### config.mk
export PLATFORM = sky130hd
export DESIGN_NAME = moore_seq_driver_flat
export DESIGN_NICKNAME = d
export VERILOG_FILES = /design/src/rtl/moore_seq_driver_if.sv /design/src/rtl/moore_seq_driver.sv /design/src/flat_wrapper.sv
export SDC_FILE = /design/constraint.sdc
export NUM_CORES = 1
export LEC_CHECK = 0
export ABC_CLOCK_PERIOD_IN_PS = 2800
export BUFFER_PORTS_ARGS = -buffer_cell sky130_fd_sc_hd__buf_2
export CORE_MARGIN = 3
export CORE_UTILIZATION = 50
export DETAILED_ROUTE_END_ITERATION = 6
export PLACE_DENSITY_LB_ADDON = 0.3
export SYNTH_ARGS = -nofsm -noshare
export SYNTH_HDL_FRONTEND = slang
export SYNTH_SLANG_ARGS = --single-unit
export TNS_END_PERCENT = 5
### constraint.sdc
create_clock -name clk -period 2.8 [get_ports clk]
set_input_delay 0.56 -clock clk [delete_from_list [all_inputs] [get_ports clk]]
set_output_delay 0.56 -clock clk [all_outputs]
set_load 0.02 [all_outputs]
### src/rtl/moore_seq_driver_if.sv
// Host-side bus of moore_seq_driver: start/pattern/len request, busy/done/err/result status.
// MOORE_SEQ_CHECK_EN adds expected (request) plus match/mismatch_cnt (status).
interface moore_seq_driver_if #(
  parameter int WIDTH = 8
);
  localparam int CW = $clog2(WIDTH + 1);

  logic             start;
  logic [WIDTH-1:0] pattern;
  logic [CW-1:0]    len;
  logic             busy;
  logic             done;
  logic             err;
  logic [WIDTH-1:0] result;
`ifdef MOORE_SEQ_CHECK_EN
  logic [WIDTH-1:0] expected;
  logic             match;
  logic [CW-1:0]    mismatch_cnt;

  modport master (
    output start, pattern, len, expected,
    input  busy, done, err, result, match, mismatch_cnt
  );
  modport slave (
    input  start, pattern, len, expected,
    output busy, done, err, result, match, mismatch_cnt
  );
`else
  modport master (
    output start, pattern, len,
    input  busy, done, err, result
  );
  modport slave (
    input  start, pattern, len,
    output busy, done, err, result
  );
`endif
endinterface

### src/rtl/moore_seq_driver.sv
// Serialises pattern onto moore_machine.x, captures y into result; done after len+RESP_LAT+1 edges.
// start is ignored while busy or in DONE; a bad len pulses err. MOORE_SEQ_CHECK_EN adds the compare.
module moore_seq_driver #(
  parameter int WIDTH    = 8,
  parameter int RESP_LAT = 1
) (
  input  logic              clk,
  input  logic              n_rst,
  output logic              x,
  input  logic              y,
  moore_seq_driver_if.slave host
);

  localparam int CW  = $clog2(WIDTH + 1);
  // t runs up to len+RESP_LAT, so it is sized for that rather than for len
  localparam int TW  = $clog2(WIDTH + RESP_LAT + 2);
  localparam int TW1 = TW + 1;

  typedef enum logic [1:0] {
    IDLE  = 2'd0,
    SEND  = 2'd1,
    DRAIN = 2'd2,
    DONE  = 2'd3
  } state_t;

  state_t           state;
  state_t           state_nxt;
  logic [TW-1:0]    t_cnt;
  logic [TW-1:0]    t_nxt;
  logic [TW-1:0]    len_t;
  logic [TW:0]      lag_t;
  logic [WIDTH-1:0] pat_q;
  logic [WIDTH-1:0] result_q;
  logic [WIDTH-1:0] result_nxt;
  logic [CW-1:0]    len_q;
  logic             x_q;
  logic             x_nxt;
  logic             err_q;
  logic             err_nxt;
  logic             accept;
  logic             len_ok;
  logic             in_window;
  logic             cap_en;
  logic             last_send;
  logic             last_drain;

  assign len_ok     = (host.len != '0) && (host.len <= CW'(WIDTH));
  assign len_t      = TW'(len_q);
  // lag_t = t - RESP_LAT: index of the pattern bit whose response is on y now
  assign lag_t      = {1'b0, t_cnt} - TW1'(RESP_LAT);
  assign in_window  = (state == SEND) || (state == DRAIN);
  assign cap_en     = in_window && !lag_t[TW] && (lag_t[TW-1:0] < len_t);
  assign last_send  = (t_cnt == len_t - TW'(1));
  assign last_drain = (t_cnt == len_t + TW'(RESP_LAT) - TW'(1));

  always_ff @(posedge clk or negedge n_rst) begin
    if (!n_rst) begin
      state <= IDLE;
    end else begin
      state <= state_nxt;
    end
  end

  always_comb begin
    state_nxt  = state;
    t_nxt      = t_cnt;
    x_nxt      = 1'b0;
    err_nxt    = 1'b0;
    accept     = 1'b0;
    result_nxt = result_q;

    for (int j = 0; j < WIDTH; j++) begin
      if (cap_en && (lag_t[TW-1:0] == TW'(j))) begin
        result_nxt[j] = y;
      end
    end

    case (state)
      IDLE: begin
        t_nxt = '0;
        if (host.start) begin
          if (len_ok) begin
            accept     = 1'b1;
            state_nxt  = SEND;
            result_nxt = '0;
            x_nxt      = host.pattern[0];
          end else begin
            err_nxt = 1'b1;
          end
        end
      end
      SEND: begin
        t_nxt = t_cnt + TW'(1);
        if (last_send) begin
          if (RESP_LAT > 0) begin
            state_nxt = DRAIN;
          end else begin
            state_nxt = DONE;
          end
        end else begin
          for (int j = 0; j < WIDTH; j++) begin
            if (t_nxt == TW'(j)) begin
              x_nxt = pat_q[j];
            end
          end
        end
      end
      DRAIN: begin
        t_nxt = t_cnt + TW'(1);
        if (last_drain) begin
          state_nxt = DONE;
        end
      end
      DONE: begin
        state_nxt = IDLE;
        t_nxt     = '0;
      end
      default: begin
        state_nxt = IDLE;
        t_nxt     = '0;
      end
    endcase
  end

  always_ff @(posedge clk or negedge n_rst) begin
    if (!n_rst) begin
      t_cnt    <= '0;
      x_q      <= 1'b0;
      err_q    <= 1'b0;
      result_q <= '0;
      pat_q    <= '0;
      len_q    <= '0;
    end else begin
      t_cnt    <= t_nxt;
      x_q      <= x_nxt;
      err_q    <= err_nxt;
      result_q <= result_nxt;
      if (accept) begin
        pat_q <= host.pattern;
        len_q <= host.len;
      end
    end
  end

  assign x           = x_q;
  assign host.busy   = in_window;
  assign host.done   = (state == DONE);
  assign host.err    = err_q;
  assign host.result = result_q;

`ifdef MOORE_SEQ_CHECK_EN
  logic [WIDTH-1:0] exp_q;
  logic [CW-1:0]    mm_q;
  logic [CW-1:0]    mm_nxt;
  logic             match_q;
  logic             match_nxt;
  logic             exp_bit;

  // mismatch count includes the capture on the edge into DONE, so match uses mm_nxt
  always_comb begin
    exp_bit   = 1'b0;
    mm_nxt    = mm_q;
    match_nxt = match_q;
    for (int j = 0; j < WIDTH; j++) begin
      if (lag_t[TW-1:0] == TW'(j)) begin
        exp_bit = exp_q[j];
      end
    end
    if (cap_en && (y != exp_bit)) begin
      mm_nxt = mm_q + CW'(1);
    end
    if (accept) begin
      mm_nxt    = '0;
      match_nxt = 1'b0;
    end else if ((state != DONE) && (state_nxt == DONE)) begin
      match_nxt = (mm_nxt == '0);
    end
  end

  always_ff @(posedge clk or negedge n_rst) begin
    if (!n_rst) begin
      exp_q   <= '0;
      mm_q    <= '0;
      match_q <= 1'b0;
    end else begin
      mm_q    <= mm_nxt;
      match_q <= match_nxt;
      if (accept) begin
        exp_q <= host.expected;
      end
    end
  end

  assign host.match        = match_q;
  assign host.mismatch_cnt = mm_q;
`endif

endmodule

### src/flat_wrapper.sv
// flat-port wrapper written by rule: the top's interface ports become plain ports
module moore_seq_driver_flat 
#(
  parameter int WIDTH    = 8,
  parameter int RESP_LAT = 1
)
  (clk, n_rst, x, y, host_start, host_pattern, host_len, host_busy, host_done, host_err, host_result);
  moore_seq_driver_if #(.WIDTH(WIDTH)) host_i ();
  input  logic clk;
  input  logic n_rst;
  output logic x;
  input  logic y;
  input wire logic [$bits(host_i.start)-1:0] host_start;
  input wire logic [$bits(host_i.pattern)-1:0] host_pattern;
  input wire logic [$bits(host_i.len)-1:0] host_len;
  output wire logic [$bits(host_i.busy)-1:0] host_busy;
  output wire logic [$bits(host_i.done)-1:0] host_done;
  output wire logic [$bits(host_i.err)-1:0] host_err;
  output wire logic [$bits(host_i.result)-1:0] host_result;
  assign host_i.start = host_start;
  assign host_i.pattern = host_pattern;
  assign host_i.len = host_len;
  assign host_busy = host_i.busy;
  assign host_done = host_i.done;
  assign host_err = host_i.err;
  assign host_result = host_i.result;
  moore_seq_driver #(.WIDTH(WIDTH), .RESP_LAT(RESP_LAT)) u_core (.clk(clk), .n_rst(n_rst), .x(x), .y(y), .host(host_i));
endmodule
**After elaboration in Yosys (flattened, before gate mapping)**

Index checks and enable logic that the tools add are counted.

- Bits in registers: 28
- Logic and storage cells: 92
- Bits in latches: 0
- Memory bits (read-only): 0
- Output and inout port bits: 12
- Memory bits (writable): 0
- Memories kept: 0

- Equal/unequal tests: 23
- $mul: 0
- Add/subtract/negate cells: 5
- Bitwise operators: 0
- Multiplexer cells: 35
- Magnitude comparators: 2
- Divide/modulo/power cells: 0
- Shift operators: 0
- Reductions and logical operators: 20

Operators with widths:

| operator | count |
|---|---|
| 4-bit by 3-bit == test with 1-bit output, second input constant | 8 |
| 1-bit 2-to-1 mux | 25 |
| 8-bit 2-to-1 mux | 3 |
| 4-bit by 2-bit == test with 1-bit output, second input constant | 4 |
| 1-bit logical AND | 11 |
| 4-bit by 1-bit adder with 4-bit output, second input constant | 2 |
| 4-bit by 1-bit == test with 1-bit output, second input constant | 2 |
| 4-bit == test | 2 |
| 4-bit logical NOT | 2 |
| 2-bit 2-to-1 mux | 4 |
| 2-bit case mux with 4 select lines | 1 |
| 4-bit case mux with 2 select lines | 1 |
| 4-bit by 1-bit subtractor with 4-bit output, second input constant | 2 |
| 2-bit by 1-bit inequality test with 1-bit output, second input constant | 3 |
| 4-bit by 1-bit subtractor with 5-bit output, second input constant | 1 |
| 2-bit == test, second input constant | 2 |
| 4-bit less-or-equal comparator, second input constant | 1 |
| 4-bit less-than comparator | 1 |
| 4-bit AND reduction | 1 |
| 4-bit nonzero test | 1 |
| 2-bit OR reduction | 2 |
| 2-bit by 1-bit == test with 1-bit output, second input constant | 1 |
| 2-bit logical NOT | 1 |
| 2-bit inequality test, second input constant | 1 |
| 3 further kinds | 3 |

**Depth between registers and ports, before layout**

- Depth in word-level cells: 12
- Mapped depth: 10
- Gate-level depth less buffers: 9

**Worst setup path after synthesis**

OpenSTA, ideal clock, no wires.

- Kind: register to register
- Start: register u_core.t_cnt[1]
- End: register u_core.result_q[4] (netlist: u_core.host.result[4])
- Stages on the path, launching flop included: 11
- Setup slack: 322 ps
- Data arrival time: 2,398 ps
- Required time: 2,720 ps
- Library setup time: 80 ps
- Buffers on the path: 1
- Path through: dfrtp_1 -> clkbuf_2 -> inv_1 -> ha_1 -> xnor2_1 -> inv_1 -> ha_1 -> o21a_1 -> o21ai_1 -> and4bb_1 -> mux2i_1

- Cells in the longest elaborated chain, start to end: 9

RTL lines:

| what | line | text |
|---|---|---|
| start, declared | moore_seq_driver.sv:28 | `logic [TW-1:0] t_cnt;` |
| start signal, assigned | moore_seq_driver.sv:134 | `t_cnt <= t_nxt;` |
| 4-bit by 1-bit subtractor with 5-bit output (*) | moore_seq_driver.sv:50 | `assign lag_t = {1'b0, t_cnt} - TW1'(RESP_LAT);` |
| branches (longest 3 deep; another with 4-bit less-than comparator) | - |  |
| 1-bit logical AND (*) | moore_seq_driver.sv:73 | `if (cap_en && (lag_t[TW-1:0] == TW'(j))) begin` |
| 1-bit 2-to-1 mux (*) | moore_seq_driver.sv:73 |  |
| 8-bit 2-to-1 mux | moore_seq_driver.sv:82 | `if (len_ok) begin` |
| 8-bit 2-to-1 mux | moore_seq_driver.sv:81 | `if (host.start) begin` |
| 8-bit 2-to-1 mux (*) | moore_seq_driver.sv:78 | `case (state)` |
| net u_core.result_nxt[4] | moore_seq_driver.sv:34 | `logic [WIDTH-1:0] result_nxt;` |
| end signal, assigned | moore_seq_driver.sv:137 | `result_q <= result_nxt;` |
| end, declared | moore_seq_driver.sv:33 | `logic [WIDTH-1:0] result_q;` |

Mark *: on every way through the listed nets, which the timed path passes.
A chain may end at the register's enable or synchronous reset.

**Worst setup path in the final report**

- Start: register u_core.t_cnt[0]
- End: register u_core.result_q[5] (netlist: u_core.host.result[5])

The elaborated chain is that of the path after synthesis.

==> results.md <==
- The post-detailed-route via-to-cell ratio is about 5.2.
- Clock-pin slew was measured on the worst setup and hold paths at roughly 0.15 ns.
- Averaged over all synthesized cells, the footprint is 9.612 sq um.
- In this run the tightest slew margin relative to its limit is 0.5857.
- Counting both buffers and inverters, the worst setup path holds a total of 0.
- The number of hold-repair buffers added at the cts stage is 0.
- The flow ran to the end, and the final reports show no timing, DRC or antenna violations.
- Dividing the final minimum period by the clock period gives 0.9286.
- The number of antenna violations at the first check in global routing is 0.
- The region available for standard cell placement spans 0.003103 sq mm.
- The pin count of the biggest net entering global routing is 29.
- The overall die width is 63.67 um.
- The number of port buffers is 27.
- The share of synthesized area in the top cell type comes to 0.4214.
- The final critical delay including setup and external delays is 2.600 ns.
- The slowest stage of the critical path belongs to the cell sky130_fd_sc_hd__dfrtp_1.
- The cell count after synthesis came out at 173.
- The category of the worst setup path launch point is a flip-flop.
- The post-cts repair resize count is 0.
- The via count of the first global-routing pass was 1402.
- The number of I/O pins is 28.
- Summed over all cells, the static leakage comes to slightly below 1 nW.
- Sorting the synthesized cells by how often they occur yields 48 x sky130_fd_sc_hd__nand2_1, 28 x sky130_fd_sc_hd__dfrtp_1, 17 x sky130_fd_sc_hd__ha_1.
- The area growth from synthesis to layout is 13.32%.
- The count of H-tree levels built during CTS is 1.
- The dominant register cell in the synthesized netlist is sky130_fd_sc_hd__dfrtp_1.
- The total CTS buffers is 3.
- The highest achievable clock rate is 0.3846 GHz.
- The count of unresolved DRC violations after routing is 0.
- The synthesized flop and latch total is 28.
- The floorplan step defined a die boundary enclosing 0.004054 sq mm.
- The worst-case IR drop observed on VDD is 0.4273 mV.
- The max capacitance violation total is 0.
- In the final layout, the multi-input gates occupy 903.4 sq um.
- Traced cell by cell, the critical path runs through o31a_1 -> or2_2 -> ha_1 -> nand2b_1 -> a2111o_1 -> and4bb_1 -> mux2i_1.
- The buffers inserted during post-CTS setup optimization is 0.
- The ratio of cells with drive above 1 in the final layout is 0.1872.
- STA puts the critical path data required time at approximately 3 ns.
- In this run the worst hold path is classified as in -> async.
- The switching part of the total is 0.4465.
- The routed layout has between 1000 and 1500 vias.
- The overall global routing resource usage is 0.1943.
- The number of enable-type register cells in the synthesized netlist is 0.
- The number of antenna diodes in the final layout is 0.
- Data arrives at the worst endpoint at approximately 2.9 ns.
- After routing, the total negative slack on setup checks comes to 0 ns.
- The mapped netlist covers 0.001663 sq mm.
- The insertion delay of the later-clocked pin in the worst-skew pair is 0.33 ns.
- From bottom edge to top edge, the die measures 63.67 um.
- The first routing iteration left 33 violations.
- Of all nets on the critical path, the largest fanout is 10.
- The clock tree root driver cell is sky130_fd_sc_hd__clkbuf_4.
- The setup path with the least slack is of type reg -> reg.
- The sequential-to-total area share from yosys stat is 0.4214.
- The routed design has between 3000 and 4000 um of wire.
- For this configuration, the core starts out at a cell density of 0.5359.
- In the final routed layout, each cell accounts on average for roughly 14 um.
- Setup repair after global routing left no endpoint under its margin.
- Ranked by total cell area, the synthesized netlist is headed by sky130_fd_sc_hd__dfrtp_1 42%, sky130_fd_sc_hd__ha_1 13%, sky130_fd_sc_hd__nand2_1 11%.
- The share of total power dissipated in the clock network is 0.082.
- The number of hold-slack violations in the final timing report came to 0.
- Of the total power, combinational logic draws 0.574.
- At the pin with the least slew margin, the transition time is 0.6214 ns.
- The final setup skew is 0.008400 ns.
- Setup violations remaining at the end of the flow were counted as 0.
- For this run, the slowest stage of the critical path takes 0.53 ns.
- sky130_fd_sc_hd__nand2_1 is the most common cell in the netlist.
- The pre-antenna-repair detailed-routing pass consisted of 4 iterations.
- The cell family contributing the most delay on the critical path is compound AO/OA/AOI/OAI gates.
- The area taken by flip-flops and latches is 700.7 sq um.
- The number of nets in the synthesized netlist is 206.
- The placer congestion estimate is 0.7653.
- TritonCTS built the clock tree.
- The count of pins over their slew limit is 0.
- During synthesis, Yosys emitted a total of 0 warnings.
- For this run the aggregate overflow at the end of global routing stands at 0.
- The worst setup path is captured at a flip-flop.
- The net switching component of the power is 0.9198 mW.
- The number of buffers on the longest clock path is 2.
- Overall power consumption after layout is estimated at 2.060 mW.
- The total internal power is approximately 1.1 mW.
- The cell type with the largest total area after synthesis is sky130_fd_sc_hd__dfrtp_1.
- The fraction of power consumed by sequential logic is 0.344.
- The net count of the finished layout is 238.
- The detailed placer's ending HPWL is 2518 um.
- The first-pass GRT wire length is 6237 um.
- Power spread over the standard cell area amounts to 1093 mW/mm^2.
- The count of nets left with antenna violations once routing finished came out at 0.
- Of all flip-flops after synthesis, the portion carrying an async set or reset was 1.000.
- Counting distinct cell types in the post-synthesis netlist gives 35.
- The total of fill cells in the finished design is 279.
- The floorplan has 20 rows.
- Clock tree synthesis found a total of 28 sinks.
[power by group through the flow]
stage / registers, mW / clock network (mW) / logic (mW)
2_1_floorplan: 0.734 / 0 / 0.825
3_3_place_gp: 0.708 / 0 / 1.11
3_5_place_dp: 0.720 / 0 / 1.16
4_1_cts: 0.710 / 0.173 / 1.18
5_1_grt: 0.741 / 0.195 / 1.34
6_report: 0.710 / 0.169 / 1.18
[layout by cell type, fill, tap and decap left out, drive strengths merged, types with 3 or more instances in the layout]
cell type	instances
nand2	48
buf	31
dfrtp	28
ha	17
inv	10
mux2i	9
xnor2	8
nor2	7
o21ai	6
nor2b	5
and4bb	4
nand3	3
clkbuf	3
[routing by layer]
metal  global-route usage  routed length, um
met1               0.2375               1501
met2               0.3442               1691
met3              0.02674                 96
met4              0.07278                 69
met5                    0                  0
[cell type report]
type | instances | area share
Clock buffer | 3 | 0.01195
Inverter | 10 | 0.01992
Timing Repair Buffer | 31 | 0.08765
Multi-Input combinational cell | 131 | 0.4794
Sequential cell | 28 | 0.3718
Tap cell | 44 | 0.02922
[sequential cells by signal, summed over array words and instances, names as in the netlist]
register and count:
u_core.host.err 1, u_core.len_q 4, u_core.x 1, u_core.pat_q 8
u_core.state 2, u_core.host.result 8, u_core.t_cnt 4
[kinds of logic (layout without fill, tap and decap cells)]
logic type               count (synthesis)  after routing  synth area share
XOR/XNOR                                10             10           0.05267
flip-flops                              28             28            0.4214
AND/OR/NAND/NOR                         74             74            0.2069
buffers and inverters                   14             44           0.03762
multiplexers                            11             11           0.06772
AO/OA/AOI/OAI                           19             19           0.08577
adder cells (fa/ha/maj)                 17             17            0.1279
[path summary, 6_finish.rpt]
path	startpoint	end	slack, ns	depth (start not counted)
setup / recovery	u_core.t_cnt[0]$_DFF_PN0_	u_core.host.result[5]$_DFF_PN0_	0.20	7
hold / removal	n_rst	u_core.state[1]$_DFFE_PN0P_	0.22	1
setup reg to reg	u_core.t_cnt[0]$_DFF_PN0_	u_core.host.result[5]$_DFF_PN0_	0.20	7
hold reg to reg	u_core.pat_q[6]$_DFFE_PN0P_	u_core.pat_q[6]$_DFFE_PN0P_	0.49	2
max in group asynchronous	n_rst	u_core.pat_q[6]$_DFFE_PN0P_	2.18	1
min in group clk	host_pattern[4]	u_core.pat_q[4]$_DFFE_PN0P_	0.40	3
[metrics by stage]
stage | setup WS, ns | utilization | std cells | hold WS, ns | instance area, sq um
global placement | 0.3660 | 0.5988 | 244 | 0.4547 | 1858
global route | 0.04769 | 0.6073 | 247 | 0.2442 | 1884
finish | 0.2000 | 0.6073 | 247 | 0.2151 | 1884
floorplan | 0.3221 | - | 173 | 0.2644 | 1663
CTS | 0.1255 | 0.6060 | 247 | 0.2385 | 1881
detailed placement | 0.1669 | 0.5988 | 244 | 0.4564 | 1858
(Power assumes the default switching activity.)
